### src/rtl/dp_tap_pkg.sv
// dp_tap_pkg: shared types and constants for the debug-port TAP controller.
//   tap_state_t  - the sixteen IEEE 1149.1 TAP states
//   IR_EXTEST    - instruction code selecting the BSR with mode=1
//   IR_SAMPLE    - instruction code selecting the BSR with mode=0
//   ir_bypass()  - all-ones BYPASS pattern for a given IR width
package dp_tap_pkg;

   typedef enum logic [3:0] {
      TLR, RTI, SEL_DR, CAP_DR, SH_DR, EX1_DR, PAU_DR, EX2_DR, UPD_DR,
      SEL_IR, CAP_IR, SH_IR, EX1_IR, PAU_IR, EX2_IR, UPD_IR
   } tap_state_t;

   localparam int IR_EXTEST = 0;
   localparam int IR_SAMPLE = 1;

   function automatic logic [31:0] ir_bypass(input int unsigned width);
      logic [31:0] ones;
      ones = '1;
      return ones >> (32 - width);
   endfunction

endpackage

### src/rtl/dp_tap_sync.sv
// dp_tap_sync: 2-flop synchronizer for a bundle of asynchronous pins, with an
// optional edge detector on bit 0 (a third flop compared against stage 2).
//   iclk, ireset - internal clock, async active-high reset (flops clear to 0)
//   d            - asynchronous inputs
//   q            - synchronized outputs (stage 2)
//   rise, fall   - single-cycle edge pulses of q[0]; tied 0 when EDGE_EN=0
module dp_tap_sync #(
   parameter int WIDTH   = 1,
   parameter bit EDGE_EN = 1'b0
) (
   input  logic             iclk,
   input  logic             ireset,
   input  logic [WIDTH-1:0] d,
   output logic [WIDTH-1:0] q,
   output logic             rise,
   output logic             fall
);
   logic [WIDTH-1:0] s1, s2;

   always_ff @(posedge iclk or posedge ireset) begin
      if (ireset) begin
         s1 <= '0;
         s2 <= '0;
      end else begin
         s1 <= d;
         s2 <= s1;
      end
   end

   assign q = s2;

   generate
      if (EDGE_EN) begin : g_edge
         logic s3;
         always_ff @(posedge iclk or posedge ireset) begin
            if (ireset) s3 <= 1'b0;
            else        s3 <= s2[0];
         end
         assign rise = s2[0] & ~s3;
         assign fall = ~s2[0] & s3;
      end else begin : g_no_edge
         assign rise = 1'b0;
         assign fall = 1'b0;
      end
   endgenerate

endmodule

### src/rtl/dp_tap_ctrl.sv
// dp_tap_ctrl: JTAG TAP controller for the debug port. Oversamples TCK/TMS/TDI
// in the iclk domain, runs the 1149.1 TAP machine, holds IR and bypass, muxes
// TDO and drives the boundary-scan chain controls.
// Optional feature macro: DP_TAP_TRST_EN (adds the synchronized trst pin).
//   iclk, ireset        - internal clock, async active-high reset
//   tck, tms, tdi       - JTAG pins, asynchronous to iclk
//   trst                - JTAG test reset, active-high (DP_TAP_TRST_EN only)
//   tdo, tdo_oe         - serial out and its enable, updated on TCK fall
//   bsr_sdi, bsr_sdo    - serial data to / from the BSR chain
//   mode                - 1 while the instruction is EXTEST
//   shift_dr            - Shift-DR level, aligned with clk_dr
//   clk_dr, update_dr   - one-iclk BSR strobes (BSR instructions only)
//   ir                  - current instruction
//
// state  | meaning
// TLR    | test-logic-reset, ir forced to BYPASS
// RTI    | run-test/idle
// SEL_DR | select DR scan
// CAP_DR | capture DR (bypass cleared, BSR capture strobe)
// SH_DR  | shift DR
// EX1_DR | exit1 DR
// PAU_DR | pause DR
// EX2_DR | exit2 DR
// UPD_DR | update DR (BSR update strobe on TCK fall)
// SEL_IR | select IR scan
// CAP_IR | capture IR (shift register loads 0..01)
// SH_IR  | shift IR
// EX1_IR | exit1 IR
// PAU_IR | pause IR
// EX2_IR | exit2 IR
// UPD_IR | update IR (ir loads on TCK fall)
module dp_tap_ctrl
   import dp_tap_pkg::*;
#(
   parameter int IR_WIDTH = 4
) (
   input  logic                iclk,
   input  logic                ireset,
   input  logic                tck,
   input  logic                tms,
   input  logic                tdi,
`ifdef DP_TAP_TRST_EN
   input  logic                trst,
`endif
   output logic                tdo,
   output logic                tdo_oe,
   output logic                bsr_sdi,
   input  logic                bsr_sdo,
   output logic                mode,
   output logic                shift_dr,
   output logic                clk_dr,
   output logic                update_dr,
   output logic [IR_WIDTH-1:0] ir
);
   localparam logic [IR_WIDTH-1:0] IR_BYP = IR_WIDTH'(ir_bypass(IR_WIDTH));
   localparam logic [IR_WIDTH-1:0] IR_CAP = IR_WIDTH'(1);
   localparam logic [IR_WIDTH-1:0] IR_EXT = IR_WIDTH'(IR_EXTEST);
   localparam logic [IR_WIDTH-1:0] IR_SMP = IR_WIDTH'(IR_SAMPLE);

   tap_state_t          state, state_nxt;
   logic [IR_WIDTH-1:0] ir_sr;
   logic                byp;
   logic                tck_rise, tck_fall;
   logic                tms_s, tdi_s, tap_rst;
   logic                sync_unused;
   logic                bsr_sel;

`ifdef DP_TAP_TRST_EN
   localparam int SYNC_W = 4;
   logic [SYNC_W-1:0] pins_s;
   dp_tap_sync #(.WIDTH(SYNC_W), .EDGE_EN(1'b1)) u_sync (
      .iclk(iclk), .ireset(ireset), .d({trst, tdi, tms, tck}),
      .q(pins_s), .rise(tck_rise), .fall(tck_fall)
   );
   assign tap_rst = pins_s[3];
`else
   localparam int SYNC_W = 3;
   logic [SYNC_W-1:0] pins_s;
   dp_tap_sync #(.WIDTH(SYNC_W), .EDGE_EN(1'b1)) u_sync (
      .iclk(iclk), .ireset(ireset), .d({tdi, tms, tck}),
      .q(pins_s), .rise(tck_rise), .fall(tck_fall)
   );
   assign tap_rst = 1'b0;
`endif

   // tck itself is only consumed through the edge pulses
   assign sync_unused = pins_s[0];
   assign tms_s       = pins_s[1];
   assign tdi_s       = pins_s[2];

   assign bsr_sel = (ir == IR_EXT) || (ir == IR_SMP);
   assign mode    = (ir == IR_EXT);

   always_ff @(posedge iclk or posedge ireset) begin
      if (ireset)       state <= TLR;
      else if (tap_rst) state <= TLR;
      else              state <= state_nxt;
   end

   always_comb begin
      state_nxt = state;
      if (tck_rise) begin
         case (state)
            TLR:     state_nxt = tms_s ? TLR    : RTI;
            RTI:     state_nxt = tms_s ? SEL_DR : RTI;
            SEL_DR:  state_nxt = tms_s ? SEL_IR : CAP_DR;
            CAP_DR:  state_nxt = tms_s ? EX1_DR : SH_DR;
            SH_DR:   state_nxt = tms_s ? EX1_DR : SH_DR;
            EX1_DR:  state_nxt = tms_s ? UPD_DR : PAU_DR;
            PAU_DR:  state_nxt = tms_s ? EX2_DR : PAU_DR;
            EX2_DR:  state_nxt = tms_s ? UPD_DR : SH_DR;
            UPD_DR:  state_nxt = tms_s ? SEL_DR : RTI;
            SEL_IR:  state_nxt = tms_s ? TLR    : CAP_IR;
            CAP_IR:  state_nxt = tms_s ? EX1_IR : SH_IR;
            SH_IR:   state_nxt = tms_s ? EX1_IR : SH_IR;
            EX1_IR:  state_nxt = tms_s ? UPD_IR : PAU_IR;
            PAU_IR:  state_nxt = tms_s ? EX2_IR : PAU_IR;
            EX2_IR:  state_nxt = tms_s ? UPD_IR : SH_IR;
            UPD_IR:  state_nxt = tms_s ? SEL_DR : RTI;
            default: state_nxt = TLR;
         endcase
      end
   end

   always_ff @(posedge iclk or posedge ireset) begin
      if (ireset) begin
         ir        <= IR_BYP;
         ir_sr     <= '0;
         byp       <= 1'b0;
         bsr_sdi   <= 1'b0;
         tdo       <= 1'b0;
         tdo_oe    <= 1'b0;
         clk_dr    <= 1'b0;
         update_dr <= 1'b0;
         shift_dr  <= 1'b0;
      end else if (tap_rst) begin
         ir        <= IR_BYP;
         ir_sr     <= '0;
         byp       <= 1'b0;
         bsr_sdi   <= 1'b0;
         tdo       <= 1'b0;
         tdo_oe    <= 1'b0;
         clk_dr    <= 1'b0;
         update_dr <= 1'b0;
         shift_dr  <= 1'b0;
      end else begin
         clk_dr    <= tck_rise & bsr_sel & ((state == CAP_DR) || (state == SH_DR));
         update_dr <= tck_fall & bsr_sel & (state == UPD_DR);
         // one cycle behind state so it matches the clk_dr it accompanies
         shift_dr  <= (state == SH_DR);
         if (tck_rise) begin
            bsr_sdi <= tdi_s;
            case (state)
               CAP_IR:  ir_sr <= IR_CAP;
               SH_IR:   ir_sr <= {tdi_s, ir_sr[IR_WIDTH-1:1]};
               CAP_DR:  byp   <= 1'b0;
               SH_DR:   byp   <= tdi_s;
               default: ;
            endcase
         end
         // covers both sitting in TLR and the transition into it
         if (state_nxt == TLR)                 ir <= IR_BYP;
         else if (tck_fall && state == UPD_IR) ir <= ir_sr;
         if (tck_fall) begin
            tdo_oe <= 1'b0;
            tdo    <= 1'b0;
            if (state == SH_IR) begin
               tdo_oe <= 1'b1;
               tdo    <= ir_sr[0];
            end else if (state == SH_DR) begin
               tdo_oe <= 1'b1;
               tdo    <= bsr_sel ? bsr_sdo : byp;
            end
         end
      end
   end

endmodule

### config.mk
export PLATFORM = sky130hd
export DESIGN_NAME = dp_tap_ctrl
export DESIGN_NICKNAME = d
export VERILOG_FILES = /design/src/rtl/dp_tap_pkg.sv /design/src/rtl/dp_tap_sync.sv /design/src/rtl/dp_tap_ctrl.sv
export SDC_FILE = /design/constraint.sdc
export NUM_CORES = 1
export LEC_CHECK = 0
export BUFFER_PORTS_ARGS = -buffer_cell sky130_fd_sc_hd__clkbuf_2
export CAP_MARGIN = 20
export CELL_PAD_IN_SITES_DETAIL_PLACEMENT = 1
export CELL_PAD_IN_SITES_GLOBAL_PLACEMENT = 1
export CORE_MARGIN = 8
export CORE_UTILIZATION = 45
export CTS_BUF_LIST = sky130_fd_sc_hd__clkbuf_8
export CTS_CLUSTER_DIAMETER = 50
export DETAILED_ROUTE_END_ITERATION = 7
export HOLD_SLACK_MARGIN = 0.15
export PLACE_DENSITY_LB_ADDON = 0.1
export SYNTH_ARGS = -nofsm -noshare
export SYNTH_HDL_FRONTEND = slang
export SYNTH_SLANG_ARGS = --single-unit
export TNS_END_PERCENT = 30
### constraint.sdc
create_clock -name iclk -period 1.6 [get_ports iclk]
set_input_delay 0.16 -clock iclk [delete_from_list [all_inputs] [get_ports iclk]]
set_output_delay 0.16 -clock iclk [all_outputs]
set_load 0.05 [all_outputs]
==> flow_metrics.py, run 1 <==
metrics = {
    "logic_synthesis": {
        "yosysWarnings": 0,
        "synth-compound-area-share_pct": 16.1,
        "synth_nets": 131,
        "synthTopCellsByArea": "dfrtp_1 44%, dfstp_2 8.3%, nand2_1 4.7%, o21ai_0 4.0%, nor2b_1 3.5%",
        "ys_seq_elements": 26,
        "synth_top_family_by_area": "simple AND/OR/NAND/NOR gates",
        "synthCells": 125,
        "yosysMostFrequentCell": "dfrtp_1",
        "avgSynthCellArea_sq_um": 10.1,
        "synthMuxAreaShare_pct": 4.35,
        "synth_top_area_share_pct": 43.5,
        "yosysSeqAreaShare_pct": 51.8,
        "synth_top_area_cell": "dfrtp_1",
        "synthAdderAreaFrac_pct": 0,
        "yosys.area_share.simple_pct": 22.7,
        "synthFlopType": "dfrtp_1",
        "synth-xor-area-share_pct": 0.692,
        "syn_area_sq_um": 1260,
        "synth_commonest_cells": "22 x dfrtp_1, 16 x nand2_1, 10 x o21ai_0",
        "synth_edf_count": 0,
        "async_reset_ff_share_pct": 100,
        "ys_types": 36,
    },
    "timing": {
        "hold_viol": 0,
        "fmax_ghz": 0.657,
        "setup_viol": 0,
        "worstMarginPinSlew_ns": 0.431,
        "fin_crit_sh_pct": 95.2,
        "fin_setup_tns_ns": 0,
        "slew_violations": 0,
        "holdWs_ns": 0.287,
        "slew_headroom_pct": 71.2,
        "min_period_ns": 1.52,
        "grt_setup_unrepaired": "no",
        "setup_slack_ns": 0.0772,
        "skew_ns": 0.00482,
    },
    "clock_tree": {
        "htree_num_levels": 1,
        "clk_pin_slew_ns": 0.09,
        "clockBufferDepth": 2,
        "cts_setup_buffers": 0,
        "clk_latency_ns": 0.28,
        "cts_tree": "yes",
        "root_buffer": "clkbuf_8",
        "cts_sinks": 26,
        "numCtsBuffers": 3,
    },
    "worst_setup_path": {
        "cp-end-kind": "output pin",
        "worstPathCellList": "or3_4 > nor2_2 > buf_4",
        "max_stage_delay_ns": 0.41,
        "worstPathArrival_ns": 1.36,
        "path_class": "flip-flop to output pin",
        "path_max_fanout": 4,
        "cp.required_ns": 1.44,
        "crit_slowest_cell": "or3_4",
        "start_kind": "flip-flop",
    },
    "power": {
        "power_leakage_nw": 0.659,
        "total_power_mw": 2.33,
        "worst_ir_drop_vdd_mv": 0.946,
        "powerDensity_nw_per_um2": 1560,
    },
    "final_layout": {
        "layout.nets": 155,
        "syn_to_final_growth_pct": 18.0,
        "num_antenna_cells": 0,
        "multi_input_area_sq_um": 557,
        "layout-drive-gt1-share_pct": 27.0,
        "fin_area_sq_um": 1490,
        "regArea_sq_um": 656,
        "nFillCells": 302,
    },
    "floorplan": {
        "pin_count": 17,
        "coreArea_sq_um": 2710,
        "rows": 19,
        "die_x_microns": 69.0,
        "die_h_microns": 69.0,
        "die_area_sq_um": 4760,
        "start_util_pct": 46.7,
    },
    "placement": {
        "post-place-ws_ns": 0.188,
        "place_hpwl_microns": 2140,
        "io_buffers": 16,
        "place_area_sq_um": 1400,
        "gp_congestion": 0.885,
    },
    "routing": {
        "ant_nets": 0,
        "first_pass_iters": 4,
        "viasPerCell": 5.60,
        "wire_per_inst_microns": 16.8,
        "drtIter0Drc": 54,
        "vias": 1003,
        "drc": 0,
        "wl_microns": 3010,
    },
    "global_routing": {
        "grt_pass1_vias": 1069,
        "grt-ovfl-total": 0,
        "grtUsageTotal_pct": 13.1,
        "grt_pass1_wl_microns": 5170,
        "grt_max_degree": 27,
        "antenna_found_initial": 0,
    },
    "outcome": {
        "status": "completed",
    },
    "hold_path": {
        "hp-class": "input pin to flip-flop",
    },
    "run": {
        "cap_violations": 0,
    },
}
[critical path: cells and delay by family, from the launching register on]
family / cells / cell delay [ns]
flip-flops: 1 / 0.38
buffers and inverters: 1 / 0.20
AND/OR/NAND/NOR: 2 / 0.50
[power by group]
group,total [mW],internal (mW),switching (mW)
logic,0.947,0.372,0.575
registers,0.948,0.790,0.158
clock network,0.439,0.221,0.218
total,2.33,1.38,0.951
[routing by layer]
metal,wire length (microns),part of all wire (%),GRT usage [%]
met3,137,4.6,3.43
met4,81,2.7,9.11
met1,1360,45,14.8
met2,1430,47,21.1
met5,0,0,0
[registers in the layout, summed over array words and instances, names as in the netlist, 3 cells and up]
register,count
ir,4
state,4
ir_sr,4
u_sync.q,3
u_sync.s1,3
[metrics by stage]
stage               utilization [%]  cells
detailed placement             51.5    171
floorplan                         -    125
finish                         55.1    179
global placement               51.5    171
global route                   55.1    179
CTS                            55.1    179
[final cells by class]
class                      count  area share [%]
clock buffer                   4            3.69
inverter                       1           0.251
multi-input combinational     89            37.3
sequential                    26            43.9
tap                           31            2.60
timing repair buffer          28            12.2
[layout by cell type, fill, tap and decap left out, types with 2 or more instances in the layout]
| cell type | n |
|---|---|
| mux2i_1 | 4 |
| buf_4 | 9 |
| nand4_1 | 3 |
| o21ai_0 | 10 |
| nand2_1 | 16 |
| dfrtp_1 | 22 |
| clkbuf_2 | 15 |
| dlygate4sd3_1 | 4 |
| nor2_1 | 5 |
| clkbuf_8 | 4 |
| nand3_1 | 5 |
| nor2b_1 | 7 |
| o211ai_1 | 4 |
| a22oi_1 | 3 |
| dfstp_2 | 4 |
| nand2b_1 | 4 |
| a21o_1 | 2 |
| a31oi_1 | 2 |
| a21oi_1 | 6 |
[repair_timing]
action | 4_1_cts | 5_1_grt
hold buffers | 4 | 0
setup endpoints to repair | 1 | 1
resized for setup | 1 | 1
endpoints found under the hold margin | 25 | 0
[cell families after synthesis]
logic type,Yosys count
buffers and inverters,10
AO/OA/AOI/OAI,32
AND/OR/NAND/NOR,51
multiplexers,5
XOR/XNOR,1
flip-flops,26
[path summary, 6_finish.rpt]
kind / cells past startpoint / startpoint / slack [ns] / endpoint
setup reg to reg: 4 / state[2]$_DFF_PP0_ / 0.15 / state[0]$_DFF_PP0_
min in group asynchronous: 4 / ireset / 0.45 / u_sync.s1[1]$_DFF_PP0_
max in group asynchronous: 4 / ireset / 0.85 / ir[0]$_DFFE_PP1P_
setup / recovery: 3 / ir[3]$_DFFE_PP1P_ / 0.08 / mode
hold reg to reg: 0 / u_sync.s1[0]$_DFF_PP0_ / 0.36 / u_sync.q[0]$_DFF_PP0_
hold / removal: 4 / bsr_sdo / 0.29 / tdo$_DFFE_PP0P_
No activity file was read; power rests on OpenSTA's default activity.
==> run 2, diff against run 1 <==
--- a/config.mk
+++ b/config.mk
@@ -11,5 +11,5 @@
 export CELL_PAD_IN_SITES_GLOBAL_PLACEMENT = 1
 export CORE_MARGIN = 8
-export CORE_UTILIZATION = 45
+export CORE_UTILIZATION = 35
 export CTS_BUF_LIST = sky130_fd_sc_hd__clkbuf_8
 export CTS_CLUSTER_DIAMETER = 50
==> constraint.sdc (replaced) <==
create_clock -name iclk -period 1.6 [get_ports iclk]
set_input_delay 0.16 -clock iclk [delete_from_list [all_inputs] [get_ports iclk]]
set_output_delay 0.16 -clock iclk [all_outputs]
set_load 0.1 [all_outputs]
==> run 2 against run 1 <==
Against the previous run: the flow now finishes with violations (negative setup slack); critical path depth rose by 2; cell count is 13% higher; setup slack got worse by 0.085 ns; design area up 8.4%; wire length is 14% higher; fmax fell by 5.3%; combinational power is 20% higher; clock power up 23%; critical path type is now flip-flop to flip-flop; critical endpoint is now tdo$_DFFE_PP0P_; highest routed layer unchanged.
==> flow_metrics.py, run 2 (synthesized netlist as in run 1, its figures left out) <==
metrics = {
    "placement": {
        "gp_congestion": 0.750,
        "io_buffers": 16,
        "place_hpwl_microns": 2440,
    },
    "final_layout": {
        "reg_top3": "ir (4), ir_sr (4), state (4)",
        "layout-drive-gt1-share_pct": 32.5,
        "layout.nets": 161,
        "syn_to_final_growth_pct": 27.9,
        "final_util_pct": 45.2,
        "num_antenna_cells": 0,
        "most-common-layout-cells": "19 x dfrtp_1, 17 x buf_4, 16 x nand2_1, 12 x clkbuf_2, 10 x o21ai_0",
        "final_common_cell": "dfrtp_1",
    },
    "global_routing": {
        "grt_pass1_wl_microns": 5890,
        "grt_pass1_vias": 1171,
        "grt_max_degree": 27,
        "grtUsageTotal_pct": 12.3,
        "antenna_found_initial": 0,
        "grt-ovfl-total": 0,
    },
    "worst_setup_path": {
        "startpoint": "ir[3]$_DFFE_PP1P_",
        "r2r_start": "ir[3]$_DFFE_PP1P_",
        "worstPathArrival_ns": 1.76,
        "cp-end-kind": "flip-flop",
        "start_kind": "flip-flop",
        "worstPathCellList": "or3_4 > buf_4 > mux2_4 > nand3_1 > o211ai_1",
        "crit_slowest_cell": "dfstp_4",
        "path_class": "flip-flop to flip-flop",
        "cp.required_ns": 1.75,
        "path_max_fanout": 3,
        "max_stage_delay_ns": 0.48,
    },
    "timing": {
        "fin_crit_sh_pct": 101,
        "min_period_ns": 1.61,
        "fmax_ghz": 0.622,
        "grt_setup_unrepaired": "yes",
        "worstMarginPinSlew_ns": 0.545,
        "hold_viol": 0,
        "slew_violations": 0,
        "setup_viol": 2,
        "fin_setup_tns_ns": -0.0149,
        "setup_slack_ns": -0.00804,
        "holdWs_ns": 0.304,
        "slew_headroom_pct": 63.8,
        "skew_ns": 0.00233,
    },
    "power": {
        "powerDensity_nw_per_um2": 1650,
        "power_leakage_nw": 0.695,
        "worst_ir_drop_vdd_mv": 0.636,
        "total_power_mw": 2.66,
    },
    "clock_tree": {
        "clk_pin_slew_ns": 0.09,
        "cts_tree": "yes",
        "clockBufferDepth": 2,
        "htree_num_levels": 1,
        "cts_sinks": 26,
        "numCtsBuffers": 3,
        "clk_latency_ns": 0.27,
        "root_buffer": "clkbuf_8",
    },
    "routing": {
        "drc": 0,
        "first_pass_iters": 4,
        "ant_nets": 0,
        "drtIter0Drc": 49,
        "wl_microns": 3420,
        "wire_per_inst_microns": 16.9,
        "vias": 1071,
        "viasPerCell": 5.30,
    },
    "floorplan": {
        "rows": 22,
        "start_util_pct": 35.3,
        "die_x_microns": 76.1,
        "pin_count": 17,
        "die_area_sq_um": 5790,
        "die_h_microns": 76.1,
        "coreArea_sq_um": 3580,
    },
    "hold_path": {
        "hp-class": "input pin to flip-flop",
        "hold_start": "bsr_sdo",
    },
    "run": {
        "cap_violations": 0,
    },
    "outcome": {
        "violations": "negative setup slack",
        "status": "complete, but fails checks",
    },
}
run 2: cell types whose count changed in the layout (fill, tap and decap cells not counted), sizes merged:
cell,before,now
buf,9,18
bufinv,0,1
clkbuf,19,15
run 2: cell type report:
class | instances | area (sq um)
clock inverter | 1 | 30.0
inverter | 1 | 3.75
timing repair buffer | 34 | 248
sequential | 26 | 671
tap | 48 | 60.1
clock buffer | 3 | 41.3
multi-input combinational | 89 | 564
fill | 413 | 1960
run 2: path summary, 6_finish.rpt:
kind                       slack, ns                    endpoint  cells after the start
setup / recovery              -0.008             tdo$_DFFE_PP0P_                      5
hold / removal                  0.30             tdo$_DFFE_PP0P_                      4
setup reg to reg              -0.008             tdo$_DFFE_PP0P_                      5
hold reg to reg                 0.36       u_sync.q[1]$_DFF_PP0_                      0
max in group asynchronous       0.82           ir[1]$_DFFE_PP1P_                      4
min in group asynchronous       0.48  u_sync.g_edge.s3$_DFF_PP0_                      4
run 2: worst max-delay path, delay by kind of cell (launching register included):
| family | cells | cell delay (ns) |
|---|---|---|
| mux | 1 | 0.29 |
| compound gates | 1 | 0.08 |
| simple gates | 2 | 0.49 |
| buf+inv | 1 | 0.16 |
| flops | 1 | 0.48 |
run 2: layer usage:
layer / vias up / global-route usage (%) / share of wire, % / wire length [microns]
met5: - / 0 / 0 / 0
li1: 500 / - / - / -
met3: 8 / 2.59 / 3.4 / 116
met2: 23 / 21.3 / 50 / 1710
met1: 540 / 14.4 / 44 / 1520
met4: 0 / 4.62 / 2.3 / 78
run 2: what timing repair did:
| item | in CTS | in global routing |
|---|---|---|
| gates resized for setup | 0 | 4 |
| buffers inserted | 2 | 0 |
| hold buffers | 4 | 0 |
| endpoints found under the hold margin | 25 | 0 |
| pin swaps | 1 | 1 |
| setup endpoints to repair | 1 | 7 |
run 2: per-stage QoR:
stage          instance area (sq um)  cells  worst slack [ns]
6_report                        1620    202          -0.00804
5_1_grt                         1620    202           -0.0501
4_1_cts                         1610    202           -0.0340
3_5_place_dp                    1490    192             0.110
3_3_place_gp                    1490    192             0.120
2_1_floorplan                   1280    125           -0.0530
run 2: where the power goes:
part	switching [mW]	leakage, nW	internal, mW
Sequential	0.183	0.319	0.803
Clock	0.206	0.0357	0.335
Combinational	0.728	0.341	0.409
==> run 3, diff against run 2 <==
CORE_UTILIZATION = 45   (was 35)
==> run 3 against run 2 <==
Against the previous run: the flow now finishes without violations; count of clock-buffer cells in the layout rose by 1; sequential share of layout area rose by 0.87 points; critical path type is now flip-flop to output pin; hold slack got worse by 0.023 ns; flip-flop and latch count did not move; cell count fell by 8.4%; setup slack improved by 0.012 ns; sequential power fell by 1%; design area fell by 2.2%; largest cell class unchanged.
==> flow_metrics.py, run 3 (synthesized netlist as in run 1, its figures left out) <==
metrics = {
    "timing": {
        "worstMarginPinSlew_ns": 0.543,
        "min_period_ns": 1.60,
        "fin_crit_sh_pct": 99.8,
        "setup_viol": 0,
        "setup_slack_ns": 0.00349,
        "fmax_ghz": 0.626,
        "slew_headroom_pct": 63.9,
        "slew_violations": 0,
        "skew_ns": 0.00123,
        "hold_viol": 0,
        "grt_setup_unrepaired": "yes",
    },
    "global_routing": {
        "grtUsageTotal_pct": 13.6,
        "grt_pass1_wl_microns": 5550,
        "grt_max_degree": 15,
        "grt-ovfl-total": 0,
        "antenna_found_initial": 0,
        "grt_pass1_vias": 1176,
    },
    "final_layout": {
        "layout-drive-gt1-share_pct": 31.8,
        "regArea_sq_um": 669,
        "num_antenna_cells": 0,
        "final_common_cell": "dfrtp_1",
        "final_cells": 185,
        "reg_top3": "ir (4), ir_sr (4), state (4)",
        "nFillCells": 307,
        "most-common-layout-cells": "20 x dfrtp_1, 18 x buf_4, 16 x nand2_1, 11 x clkbuf_2, 10 x o21ai_0",
        "final_util_pct": 58.4,
        "syn_to_final_growth_pct": 25.0,
        "multi_input_area_sq_um": 564,
        "layout.nets": 161,
    },
    "routing": {
        "first_pass_iters": 4,
        "vias": 1057,
        "drtIter0Drc": 58,
        "viasPerCell": 5.71,
        "wl_microns": 3160,
        "wire_per_inst_microns": 17.1,
        "ant_nets": 0,
        "drc": 0,
    },
    "placement": {
        "post-place-ws_ns": 0.115,
        "placed_cells": 175,
        "io_buffers": 16,
        "gp_congestion": 0.801,
        "place_hpwl_microns": 2260,
    },
    "clock_tree": {
        "root_buffer": "clkbuf_8",
        "cts_sinks": 26,
        "clk_latency_ns": 0.26,
        "numCtsBuffers": 3,
        "clk_pin_slew_ns": 0.09,
        "cts_tree": "yes",
        "htree_num_levels": 1,
        "clockBufferDepth": 2,
    },
    "floorplan": {
        "pin_count": 17,
        "coreArea_sq_um": 2710,
        "start_util_pct": 46.7,
        "die_area_sq_um": 4760,
        "rows": 19,
        "die_h_microns": 69.0,
        "die_x_microns": 69.0,
    },
    "worst_setup_path": {
        "r2r_start": "ir[2]$_DFFE_PP1P_",
        "cp-end-kind": "output pin",
        "start_kind": "flip-flop",
        "worstPathArrival_ns": 1.44,
        "cp.required_ns": 1.44,
        "crit_slowest_cell": "dfstp_4",
        "path_class": "flip-flop to output pin",
        "max_stage_delay_ns": 0.48,
        "startpoint": "ir[2]$_DFFE_PP1P_",
        "worstPathCellList": "or3_4 > nor2_4 > buf_12",
        "path_max_fanout": 4,
    },
    "run": {
        "cap_violations": 0,
    },
    "hold_path": {
        "hp-class": "input pin to flip-flop",
        "hold_start": "bsr_sdo",
    },
    "power": {
        "power_leakage_nw": 0.690,
        "powerDensity_nw_per_um2": 1620,
        "worst_ir_drop_vdd_mv": 1.13,
    },
    "outcome": {
        "status": "completed",
    },
}
run 3: cell types whose count changed in the layout (fill, tap and decap cells not counted):
cell	previous run	this run
buf_4	17	18
bufinv_16	1	0
clkbuf_2	12	11
clkbuf_8	3	4
dfrtp_1	19	20
dfrtp_2	3	2
run 3: layer usage:
layer | up-vias | track usage, % | routed length, microns
li1 | 496 | - | -
met1 | 534 | 17.4 | 1500
met2 | 21 | 21.9 | 1480
met3 | 6 | 2.86 | 110
met4 | 0 | 4.56 | 70
met5 | - | 0 | 0
run 3: critical path, delay by kind of cell (launching register included):
family | cells | cell delay, ns
flip-flops | 1 | 0.48
buffers and inverters | 1 | 0.18
AND/OR/NAND/NOR | 2 | 0.51
run 3: power by group:
| part | internal [mW] | switching [mW] | leakage [nW] | total, mW |
|---|---|---|---|---|
| clock network | 0.220 | 0.198 | 0.0288 | 0.418 |
| logic | 0.416 | 0.744 | 0.342 | 1.16 |
| registers | 0.799 | 0.177 | 0.320 | 0.976 |
run 3: through the flow:
stage | instance area (sq um) | hold WS, ns | setup TNS [ns] | power [mW]
2_1_floorplan | 1280 | 0.191 | -0.0530 | 1.82
3_3_place_gp | 1470 | 0.117 | 0 | 2.07
3_5_place_dp | 1470 | 0.121 | 0 | 2.11
4_1_cts | 1580 | 0.282 | -0.00823 | 2.55
5_1_grt | 1580 | 0.302 | -0.0792 | 2.69
6_report | 1580 | 0.281 | 0 | 2.55
run 3: path summary, 6_finish.rpt:
path	to	slack, ns	cells past startpoint
worst max-delay path	mode	0.003	3
worst min-delay path	tdo$_DFFE_PP0P_	0.28	4
worst max register to register	tdo$_DFFE_PP0P_	0.01	5
worst min register to register	u_sync.q[2]$_DFF_PP0_	0.35	0
max in group asynchronous	ir[0]$_DFFE_PP1P_	0.66	4
min in group asynchronous	u_sync.q[2]$_DFF_PP0_	0.38	3
run 3: area by class of cell:
class	count	area share (%)
Tap cell	31	2.45
Timing Repair Buffer	34	15.8
Multi-Input combinational cell	89	35.7
Inverter	1	0.237
Clock buffer	4	3.48
Sequential cell	26	42.3
run 3: repair_timing:
action	in CTS	in global routing
hold buffers	4	0
pin swaps	1	0
gates resized for setup	0	3
gates cloned	0	0
hold endpoints to repair	10	0
setup buffers	2	0
setup endpoints to repair	1	4
